File: config.mk
export PLATFORM = sky130hd
export DESIGN_NAME = muldiv_unit_flat
export DESIGN_NICKNAME = d
export VERILOG_FILES = /design/src/rtl/muldiv_unit_if.sv /design/src/rtl/muldiv_unit.sv /design/src/flat_wrapper.sv
export SDC_FILE = /design/constraint.sdc
export NUM_CORES = 1
export LEC_CHECK = 0
export BUFFER_PORTS_ARGS = -buffer_cell sky130_fd_sc_hd__buf_2
export CAP_MARGIN = 15
export CORE_MARGIN = 1
export CORE_UTILIZATION = 30
export DETAILED_ROUTE_END_ITERATION = 12
export SETUP_SLACK_MARGIN = 0.1
export SYNTH_ARGS = -nofsm -noshare
export SYNTH_HDL_FRONTEND = slang
export SYNTH_SLANG_ARGS = --single-unit
File: constraint.sdc
create_clock -name clk_i -period 6.25 [get_ports clk_i]
set_clock_uncertainty 0.15 [all_clocks]
set_input_delay 1.25 -clock clk_i [delete_from_list [all_inputs] [get_ports clk_i]]
set_output_delay 1.25 -clock clk_i [all_outputs]
set_load 0.01 [all_outputs]
File: src/rtl/muldiv_unit_if.sv
// Request/response bundle between the register file stage and muldiv_unit.
// master = issuing pipeline side, slave = muldiv_unit.
interface muldiv_unit_if #(
    parameter int XLEN = 32
);
    logic            start_i;
    logic            kill_i;
    logic [2:0]      funct3_i;
    logic [XLEN-1:0] operandA_i;
    logic [XLEN-1:0] operandB_i;
    logic [4:0]      rd_i;
    logic            busy_o;
    logic            valid_o;
    logic [XLEN-1:0] result_o;
    logic [4:0]      rd_o;

    modport master (
        output start_i, kill_i, funct3_i, operandA_i, operandB_i, rd_i,
        input  busy_o, valid_o, result_o, rd_o
    );

    modport slave (
        input  start_i, kill_i, funct3_i, operandA_i, operandB_i, rd_i,
        output busy_o, valid_o, result_o, rd_o
    );
endinterface

File: src/rtl/muldiv_unit.sv
// Iterative RV32M multiply/divide unit: shift-add multiplier, restoring divider.
// Define MULDIV_FAST_MUL_EN for a single-cycle combinational multiplier.
module muldiv_unit #(
    parameter int XLEN       = 32,
    parameter int ITER_CNT_W = 6
) (
    input logic          clk_i,
    input logic          reset_i,
    muldiv_unit_if.slave bus
);
    typedef enum logic [1:0] {IDLE, MUL, DIV, DONE} state_t;

    state_t                state, state_nx;
    logic [ITER_CNT_W-1:0] cnt;
    logic [2*XLEN-1:0]     acc;
    logic [XLEN-1:0]       b_mag;
    logic [2:0]            f3;
    logic                  neg_q, neg_r;
    logic [XLEN-1:0]       result_q;
    logic [4:0]            rd_q;

    // Operand decode at the request boundary
    logic            is_div, sgn_a_op, sgn_b_op, sign_a, sign_b;
    logic [XLEN-1:0] a_mag_in, b_mag_in;
    logic            div_zero, div_ovf, special;
    logic [XLEN-1:0] special_res;

    assign is_div   = bus.funct3_i[2];
    assign sgn_a_op = is_div ? ~bus.funct3_i[0] : (bus.funct3_i[1:0] != 2'b11);
    assign sgn_b_op = is_div ? ~bus.funct3_i[0] : ~bus.funct3_i[1];
    assign sign_a   = sgn_a_op & bus.operandA_i[XLEN-1];
    assign sign_b   = sgn_b_op & bus.operandB_i[XLEN-1];
    assign a_mag_in = sign_a ? -bus.operandA_i : bus.operandA_i;
    assign b_mag_in = sign_b ? -bus.operandB_i : bus.operandB_i;

    assign div_zero = is_div && (bus.operandB_i == '0);
    assign div_ovf  = is_div && !bus.funct3_i[0]
                      && (bus.operandA_i == {1'b1, {(XLEN-1){1'b0}}})
                      && (bus.operandB_i == '1);
    assign special  = div_zero || div_ovf;

    always_comb begin
        if (div_zero)
            special_res = bus.funct3_i[1] ? bus.operandA_i : '1;
        else
            special_res = bus.funct3_i[1] ? '0 : {1'b1, {(XLEN-1){1'b0}}};
    end

`ifdef MULDIV_FAST_MUL_EN
    logic            ext_a, ext_b;
    logic [63:0]     fast_a, fast_b, fast_prod;
    logic [XLEN-1:0] fast_res;

    assign ext_a     = sgn_a_op & bus.operandA_i[XLEN-1];
    assign ext_b     = sgn_b_op & bus.operandB_i[XLEN-1];
    assign fast_a    = {{32{ext_a}}, bus.operandA_i};
    assign fast_b    = {{32{ext_b}}, bus.operandB_i};
    assign fast_prod = fast_a * fast_b;
    assign fast_res  = (bus.funct3_i[1:0] == 2'b00) ? fast_prod[31:0] : fast_prod[63:32];
`endif

    // One iteration step; acc holds {partial, multiplier} or {remainder, quotient}
    logic [XLEN:0]     mul_sum;
    logic [2*XLEN-1:0] mul_step, div_step, prod;
    logic              div_ge;
    logic [XLEN-1:0]   div_diff, quo, rem, iter_res;
    logic              last;

    assign mul_sum  = {1'b0, acc[2*XLEN-1:XLEN]} + {1'b0, b_mag};
    assign mul_step = acc[0] ? {mul_sum, acc[XLEN-1:1]} : {1'b0, acc[2*XLEN-1:1]};

    assign div_ge   = acc[2*XLEN-1:XLEN-1] >= {1'b0, b_mag};
    assign div_diff = acc[2*XLEN-2:XLEN-1] - b_mag;
    assign div_step = {div_ge ? div_diff : acc[2*XLEN-2:XLEN-1], acc[XLEN-2:0], div_ge};

    assign prod = neg_q ? -mul_step : mul_step;
    assign quo  = neg_q ? -div_step[XLEN-1:0] : div_step[XLEN-1:0];
    assign rem  = neg_r ? -div_step[2*XLEN-1:XLEN] : div_step[2*XLEN-1:XLEN];
    assign last = (cnt == ITER_CNT_W'(XLEN-1));

    always_comb begin
        if (state == MUL)
            iter_res = (f3[1:0] == 2'b00) ? prod[XLEN-1:0] : prod[2*XLEN-1:XLEN];
        else
            iter_res = f3[1] ? rem : quo;
    end

    logic            accept, load_res;
    logic [XLEN-1:0] res_nx;

    always_ff @(posedge clk_i or negedge reset_i) begin
        if (!reset_i) state <= IDLE;
        else          state <= state_nx;
    end

    always_comb begin
        state_nx = state;
        accept   = 1'b0;
        load_res = 1'b0;
        res_nx   = iter_res;
        case (state)
            IDLE: begin
                if (bus.start_i) begin
                    accept = 1'b1;
                    if (special) begin
                        state_nx = DONE;
                        load_res = 1'b1;
                        res_nx   = special_res;
                    end else if (is_div) begin
                        state_nx = DIV;
                    end else begin
`ifdef MULDIV_FAST_MUL_EN
                        state_nx = DONE;
                        load_res = 1'b1;
                        res_nx   = fast_res;
`else
                        state_nx = MUL;
`endif
                    end
                end
            end
            MUL, DIV: begin
                if (last) begin
                    state_nx = DONE;
                    load_res = 1'b1;
                end
            end
            DONE:    state_nx = IDLE;
            default: state_nx = IDLE;
        endcase
        // A flush discards everything, including a same-cycle request
        if (bus.kill_i) begin
            state_nx = IDLE;
            accept   = 1'b0;
            load_res = 1'b0;
        end
    end

    always_ff @(posedge clk_i or negedge reset_i) begin
        if (!reset_i) begin
            cnt      <= '0;
            acc      <= '0;
            b_mag    <= '0;
            f3       <= '0;
            neg_q    <= 1'b0;
            neg_r    <= 1'b0;
            rd_q     <= '0;
            result_q <= '0;
        end else begin
            if (bus.kill_i) begin
                cnt <= '0;
            end else if (accept) begin
                cnt   <= '0;
                acc   <= {{XLEN{1'b0}}, a_mag_in};
                b_mag <= b_mag_in;
                f3    <= bus.funct3_i;
                neg_q <= sign_a ^ sign_b;
                neg_r <= sign_a;
                rd_q  <= bus.rd_i;
            end else if (state == MUL) begin
                acc <= mul_step;
                cnt <= cnt + 1'b1;
            end else if (state == DIV) begin
                acc <= div_step;
                cnt <= cnt + 1'b1;
            end
            if (load_res) result_q <= res_nx;
        end
    end

    assign bus.busy_o   = (state != IDLE);
    assign bus.valid_o  = (state == DONE);
    assign bus.result_o = result_q;
    assign bus.rd_o     = rd_q;
endmodule

File: src/flat_wrapper.sv
// flat-port wrapper written by rule: the top's interface ports become plain ports
module muldiv_unit_flat 
#(
    parameter int XLEN       = 32,
    parameter int ITER_CNT_W = 6
)
  (clk_i, reset_i, bus_start_i, bus_kill_i, bus_funct3_i, bus_operandA_i, bus_operandB_i, bus_rd_i, bus_busy_o, bus_valid_o, bus_result_o, bus_rd_o);
  muldiv_unit_if #(.XLEN(XLEN)) bus_i ();
  input logic clk_i;
  input logic reset_i;
  input wire logic [$bits(bus_i.start_i)-1:0] bus_start_i;
  input wire logic [$bits(bus_i.kill_i)-1:0] bus_kill_i;
  input wire logic [$bits(bus_i.funct3_i)-1:0] bus_funct3_i;
  input wire logic [$bits(bus_i.operandA_i)-1:0] bus_operandA_i;
  input wire logic [$bits(bus_i.operandB_i)-1:0] bus_operandB_i;
  input wire logic [$bits(bus_i.rd_i)-1:0] bus_rd_i;
  output wire logic [$bits(bus_i.busy_o)-1:0] bus_busy_o;
  output wire logic [$bits(bus_i.valid_o)-1:0] bus_valid_o;
  output wire logic [$bits(bus_i.result_o)-1:0] bus_result_o;
  output wire logic [$bits(bus_i.rd_o)-1:0] bus_rd_o;
  assign bus_i.start_i = bus_start_i;
  assign bus_i.kill_i = bus_kill_i;
  assign bus_i.funct3_i = bus_funct3_i;
  assign bus_i.operandA_i = bus_operandA_i;
  assign bus_i.operandB_i = bus_operandB_i;
  assign bus_i.rd_i = bus_rd_i;
  assign bus_busy_o = bus_i.busy_o;
  assign bus_valid_o = bus_i.valid_o;
  assign bus_result_o = bus_i.result_o;
  assign bus_rd_o = bus_i.rd_o;
  muldiv_unit #(.XLEN(XLEN), .ITER_CNT_W(ITER_CNT_W)) u_core (.clk_i(clk_i), .reset_i(reset_i), .bus(bus_i));
endmodule
# Word level (Yosys, flattened, before mapping)
# Index checks and enable logic that the tools add are counted.
op_classes:
  n_mux: 39
  add_sub_neg: 8
  reduce_logical: 16
  bitwise_logic: 6
  n_eq_ne: 9
  n_lt_le_gt_ge: 1
ops:
  columns: ["op", "n"]
  rows:
  - ["$mux W32", 14]
  - ["$mux W64", 5]
  - ["$neg A32 Y32", 4]
  - ["$eq A32 B32 Y1 const B", 2]
  - ["$neg A64 Y64", 1]
  - ["$add A32 B32 Y33", 1]
  - ["$ge A33 B32 Y1", 1]
  - ["$logic_not A32 Y1", 1]
  - ["$sub A32 B32 Y32", 1]
  - ["$mux W6", 4]
  - ["$mux W2", 5]
  - ["$mux W1", 9]
  - ["$add A6 B1 Y6 const B", 1]
  - ["$eq A6 B5 Y1 const B", 1]
  - ["$pmux W2 S3", 1]
  - ["$reduce_and A2 Y1", 3]
  - ["$eq A2 B2 Y1 const B", 2]
  - ["$logic_and A1 B1 Y1", 4]
  - ["$logic_not A2 Y1", 2]
  - ["$reduce_bool A4 Y1", 1]
  - ["$ne A3 B2 Y1 const B", 1]
  - ["$ne A3 B3 Y1 const B", 1]
  - ["$not A1 Y1", 3]
  - ["$reduce_bool A3 Y1", 1]
  - ["other kinds (9)", 10]
word_totals:
  ff_bits: 145
  output_inout_bits: 39

# Logic depth before layout (Yosys ltp)
depth:
  depth_word: 9
  mapped_depth: 24

# Worst setup path before layout
# No wires, ideal clock.
synth_timing:
  path_type: "reg2reg"
  startpoint: "register u_core.acc[55]"
  endpoint: "register u_core.result_q[30] (netlist: u_core.bus.result_o[30])"
  n_path_buf: 5
  stages_incl_launch_ff: 23
  setup_ps: 76
  arrival_time_ps: 5263
  path_slack_ps: 760
  t_required_ps: 6024
  path_cell_list: "dfrtp_1 -> ha_1 -> clkbuf_1 -> a21oi_1 -> o21ai_1 -> a2111oi_0 -> o211ai_1 -> or3_1 -> buf_2 -> buf_2 -> buf_2 -> buf_1 -> o21ai_0 -> ha_1 -> nand2_1 -> nor4_1 -> nor3b_1 -> a41oi_1 -> nand3b_1 -> or4_1 -> mux2i_1 -> a211o_1 -> o21ai_1"
synth_via:
  elab_chain_cells: 9
  elab_cells_between_ends: 17
  cone_classes: "add/sub: 5; order compare: 1; mux: 11"
synth_lines:
  columns: ["item", "line_no", "source"]
  rows:
  - ["from (decl)", "muldiv_unit.sv:15", "logic [2*XLEN-1:0] acc;"]
  - ["from (signal assigned)", "muldiv_unit.sv:154", "acc <= {{XLEN{1'b0}}, a_mag_in};"]
  - ["from (signal assigned)", "muldiv_unit.sv:161", "acc <= mul_step;"]
  - ["from (signal assigned)", "muldiv_unit.sv:164", "acc <= div_step;"]
  - ["$add A32 B32 Y33 (tied with other cells)", "muldiv_unit.sv:69", "assign mul_sum = {1'b0, acc[2*XLEN-1:XLEN]} + {1'b0, b_mag};"]
  - ["$mux W64 / $mux W32 (equally long branches)", "muldiv_unit.sv:70, muldiv_unit.sv:74", null]
  - ["$neg A64 Y64 / $neg A32 Y32 (equally long branches)", "muldiv_unit.sv:76, muldiv_unit.sv:78", null]
  - ["$mux W64 / $mux W32 (equally long branches)", "muldiv_unit.sv:76, muldiv_unit.sv:78", null]
  - ["$mux W32 (on tied branches)", "muldiv_unit.sv:83, muldiv_unit.sv:85", null]
  - ["$mux W32 *", "muldiv_unit.sv:82", "if (state == MUL)"]
  - ["$mux W32", "muldiv_unit.sv:105", "if (special) begin"]
  - ["$mux W32", "muldiv_unit.sv:103", "if (bus.start_i) begin"]
  - ["$mux W32 *", "muldiv_unit.sv:101", "case (state)"]
  - ["to (signal assigned)", "muldiv_unit.sv:167", "if (load_res) result_q <= res_nx;"]
  - ["to (decl)", "muldiv_unit.sv:19", "logic [XLEN-1:0] result_q;"]
# Every way passes the cells marked *; elsewhere a longest branch is shown, timed or not.
# A chain may end at the register's enable or synchronous reset.

# Final worst setup path
layout_timing:
  startpoint: "register u_core.acc[43]"
  endpoint: "register u_core.result_q[30] (netlist: u_core.bus.result_o[30])"
# Same word-level chain as after synthesis.

==> out/results.ini <==
[clock_tree]
cts_setup_buffers=0
cts.path.max_buffers=2
hold_buffers=0
clk_latency_ns=0.48
path_clk_slew_ns=0.07
cts_resized=0
h-tree-depth=4
clockRootBuffer=clkbuf_16
numCtsBuffers=17
cts_tree=built
clock_sinks=145

[logic_synthesis]
netlist_instances=2346
synth_cell_types=103
synth_area_leaders=dfrtp_1 21%, o21ai_0 7.7%, nand2_1 6.1%
synthArstFlopShare_pct=100
yosysTopAreaCell=dfrtp_1
ys.flop_type=dfrtp_1
yosys_warnings=0
avgSynthCellArea_um2=7.28
syn_area_um2=17100
yosys_register_bits=145
synth_nets=2499
synth-edff-count=0
synthDominantCellAreaShare_pct=21.2
ys_seq_area_share_pct=21.2

[drt]
drtIter0Drc=2116
viasPerCell=5.92
antenna_left=0
vias=18490
drt_wl_total_um=69900
drt-wirelength-per-cell_um=22.4
first_pass_iters=6
drc=0

[critical_path]
cp_top_family=simple AND/OR/NAND/NOR gates
reg2reg_depth=18
reg2reg_to=u_core.bus.result_o[30]
worstPathMaxFanout=8
cp_slowest_stage_delay_ns=0.54
rrSetupSlack_ns=0.42
required_ns=6.50
cp_num_cells=18
critPathArrivalTime_ns=6.08
path_cells=ha_1 > a21oi_1 > o21ai_0 > a21oi_1 > and4b_1 > or3_2 > o21ai_0 > ha_1 > nand2_1 > nor4_1 > nor3b_1 > a41oi_1 > buf_4 > nand3b_1 > or4_1 > mux2i_1 > a211o_1 > o21ai_1
cp-startpoint=u_core.acc[43]
cp-end-kind=flop
startpoint_type=flop
critPathCapture=u_core.bus.result_o[30]
critPathBufInv=1
r2r-start=u_core.acc[43]
cp_slowest_cell=or3_2
crit_type=reg -> reg

[floorplanning]
dieArea_um2=57900
core_um2=56300
die_w_um=241
io_pins=115
die_y_um=241
rows=87
initial_utilization_pct=30.4

[finish]
drive_above_1_share_pct=10.5
n_antenna_cell=0
stdcell_area_um2=18900
area_growth_pct=10.9
fin_nets=2505

[placed_design]
placed_cell_area_um2=18300
gp_congestion=1.02
dpl.hpwl_um=54200
place.port_buffers=114

[pwr]
power.density_nw_per_um2=659
vdd_drop_max_mv=0.367
p_leak_nw=7.55

[job]
drv_cap=0

[timing]
maxSlewViolCount=0
final-setup-viol-count=0
holdWs_ns=0.327
min_period_ns=5.83
slew_headroom_pct=27.7
fin_tns_setup_ns=0
hold_viol=0
min_period_over_period_pct=93.2
worst_slew_pin_slew_ns=1.08
rsz0062_at_grt=no
fmax_mhz=172

[global_route]
grt_pass1_vias=17612
antenna_found_initial=2
grt_pass1_wl_um=107000
grt_overflow=0
grt_max_degree=81
grtUsageTotal_pct=24.1

[hold_path]
hp-class=reg -> reg

[outcome]
status=finished clean

registers in the layout, summed over array words and instances (netlist names):
register             flops
u_core.neg_r             1
u_core.neg_q             1
u_core.state             2
u_core.acc              64
u_core.cnt               6
u_core.f3                2
u_core.b_mag            32
u_core.bus.rd_o          5
u_core.bus.result_o     32
final cells by class:
cell class	count	area [µm²]
Timing Repair Buffer	162	937
Clock inverter	14	178
Fill cell	6048	37300
Multi-Input combinational cell	1954	12500
Inverter	72	270
Clock buffer	18	439
Tap cell	756	946
Sequential cell	145	3630
Yosys cell counts (23+ instances only):
library cell  count
a211oi_1         27
nand4_1          43
o31ai_1          41
xor2_1           95
ha_1             75
nor3_1           55
a21oi_1         200
o211ai_1         52
mux2i_1          81
nor2_1          172
or3_1            37
a31oi_1          24
clkbuf_1        150
nand2_1         279
inv_1            71
xnor2_1         116
dfrtp_1         145
nor2b_1          23
o21ai_0         263
nand3_1          38
kinds of logic (layout without fill, tap and decap cells):
| kind of cell | count (synthesis) | after routing | share of synthesized area [%] |
|---|---|---|---|
| compound gates | 786 | 786 | 28.7 |
| xor+xnor | 211 | 211 | 10.8 |
| fa+ha+maj | 77 | 77 | 5.73 |
| buf+inv | 247 | 266 | 5.57 |
| flops | 145 | 145 | 21.2 |
| mux | 88 | 88 | 5.21 |
| simple gates | 792 | 792 | 22.8 |
worst register-to-register path: cells and delay by family, from the launching register on:
family          cells  cell delay [ns]
flops               1             0.46
mux                 1             0.14
compound gates      7             1.79
simple gates        7             2.29
buf+inv             1             0.22
fa+ha+maj           2             0.71
layer usage:
| layer | up-vias | global-route usage [%] | share of wire, % |
|---|---|---|---|
| li1 | 8551 | - | - |
| met1 | 8993 | 31.2 | 42 |
| met2 | 783 | 38.3 | 46 |
| met3 | 163 | 4.54 | 7.4 |
| met4 | 0 | 12.1 | 4.8 |
| met5 | - | 0 | 0 |
report_power, final:
part	internal (mW)	total [mW]	switching, mW
clock network	0.645	1.14	0.497
registers	1.26	1.95	0.688
logic	3.33	9.38	6.06
total	5.24	12.5	7.24
per-stage QoR:
stage | power (mW) | util (%) | setup slack, ns | cells
floorplan | 8.28 | - | 0.760 | 2346
global placement | 11.0 | 32.6 | 0.730 | 3089
detailed placement | 11.1 | 32.6 | 0.609 | 3089
CTS | 12.3 | 33.7 | 0.556 | 3121
global route | 13.3 | 33.7 | 0.106 | 3121
finish | 12.5 | 33.7 | 0.423 | 3121
how the worst min path moves through the flow:
stage	to	from	slack (ns)	cells past startpoint
global placement	u_core.bus.rd_o[4]	u_core.bus.rd_o[4]	0.30	2
detailed placement	u_core.bus.rd_o[1]	u_core.bus.rd_o[1]	0.31	2
global route	u_core.bus.rd_o[0]	u_core.bus.rd_o[0]	0.36	2
floorplan	u_core.b_mag[10]	u_core.b_mag[10]	0.33	2
finish	u_core.bus.rd_o[4]	u_core.bus.rd_o[4]	0.33	2
CTS	u_core.bus.rd_o[1]	u_core.bus.rd_o[1]	0.33	2
placed cells by master, fill, tap and decap left out, types with 43 or more instances in the layout:
cell / count
nand2_1: 279
o21ai_0: 263
a21oi_1: 200
nor2_1: 170
dfrtp_1: 143
xnor2_1: 116
buf_2: 113
xor2_1: 95
mux2i_1: 81
ha_1: 74
inv_1: 71
nor3_1: 54
o211ai_1: 52
buf_4: 48
nand4_1: 43
Note: power is estimated with default switching activity, not from simulation.
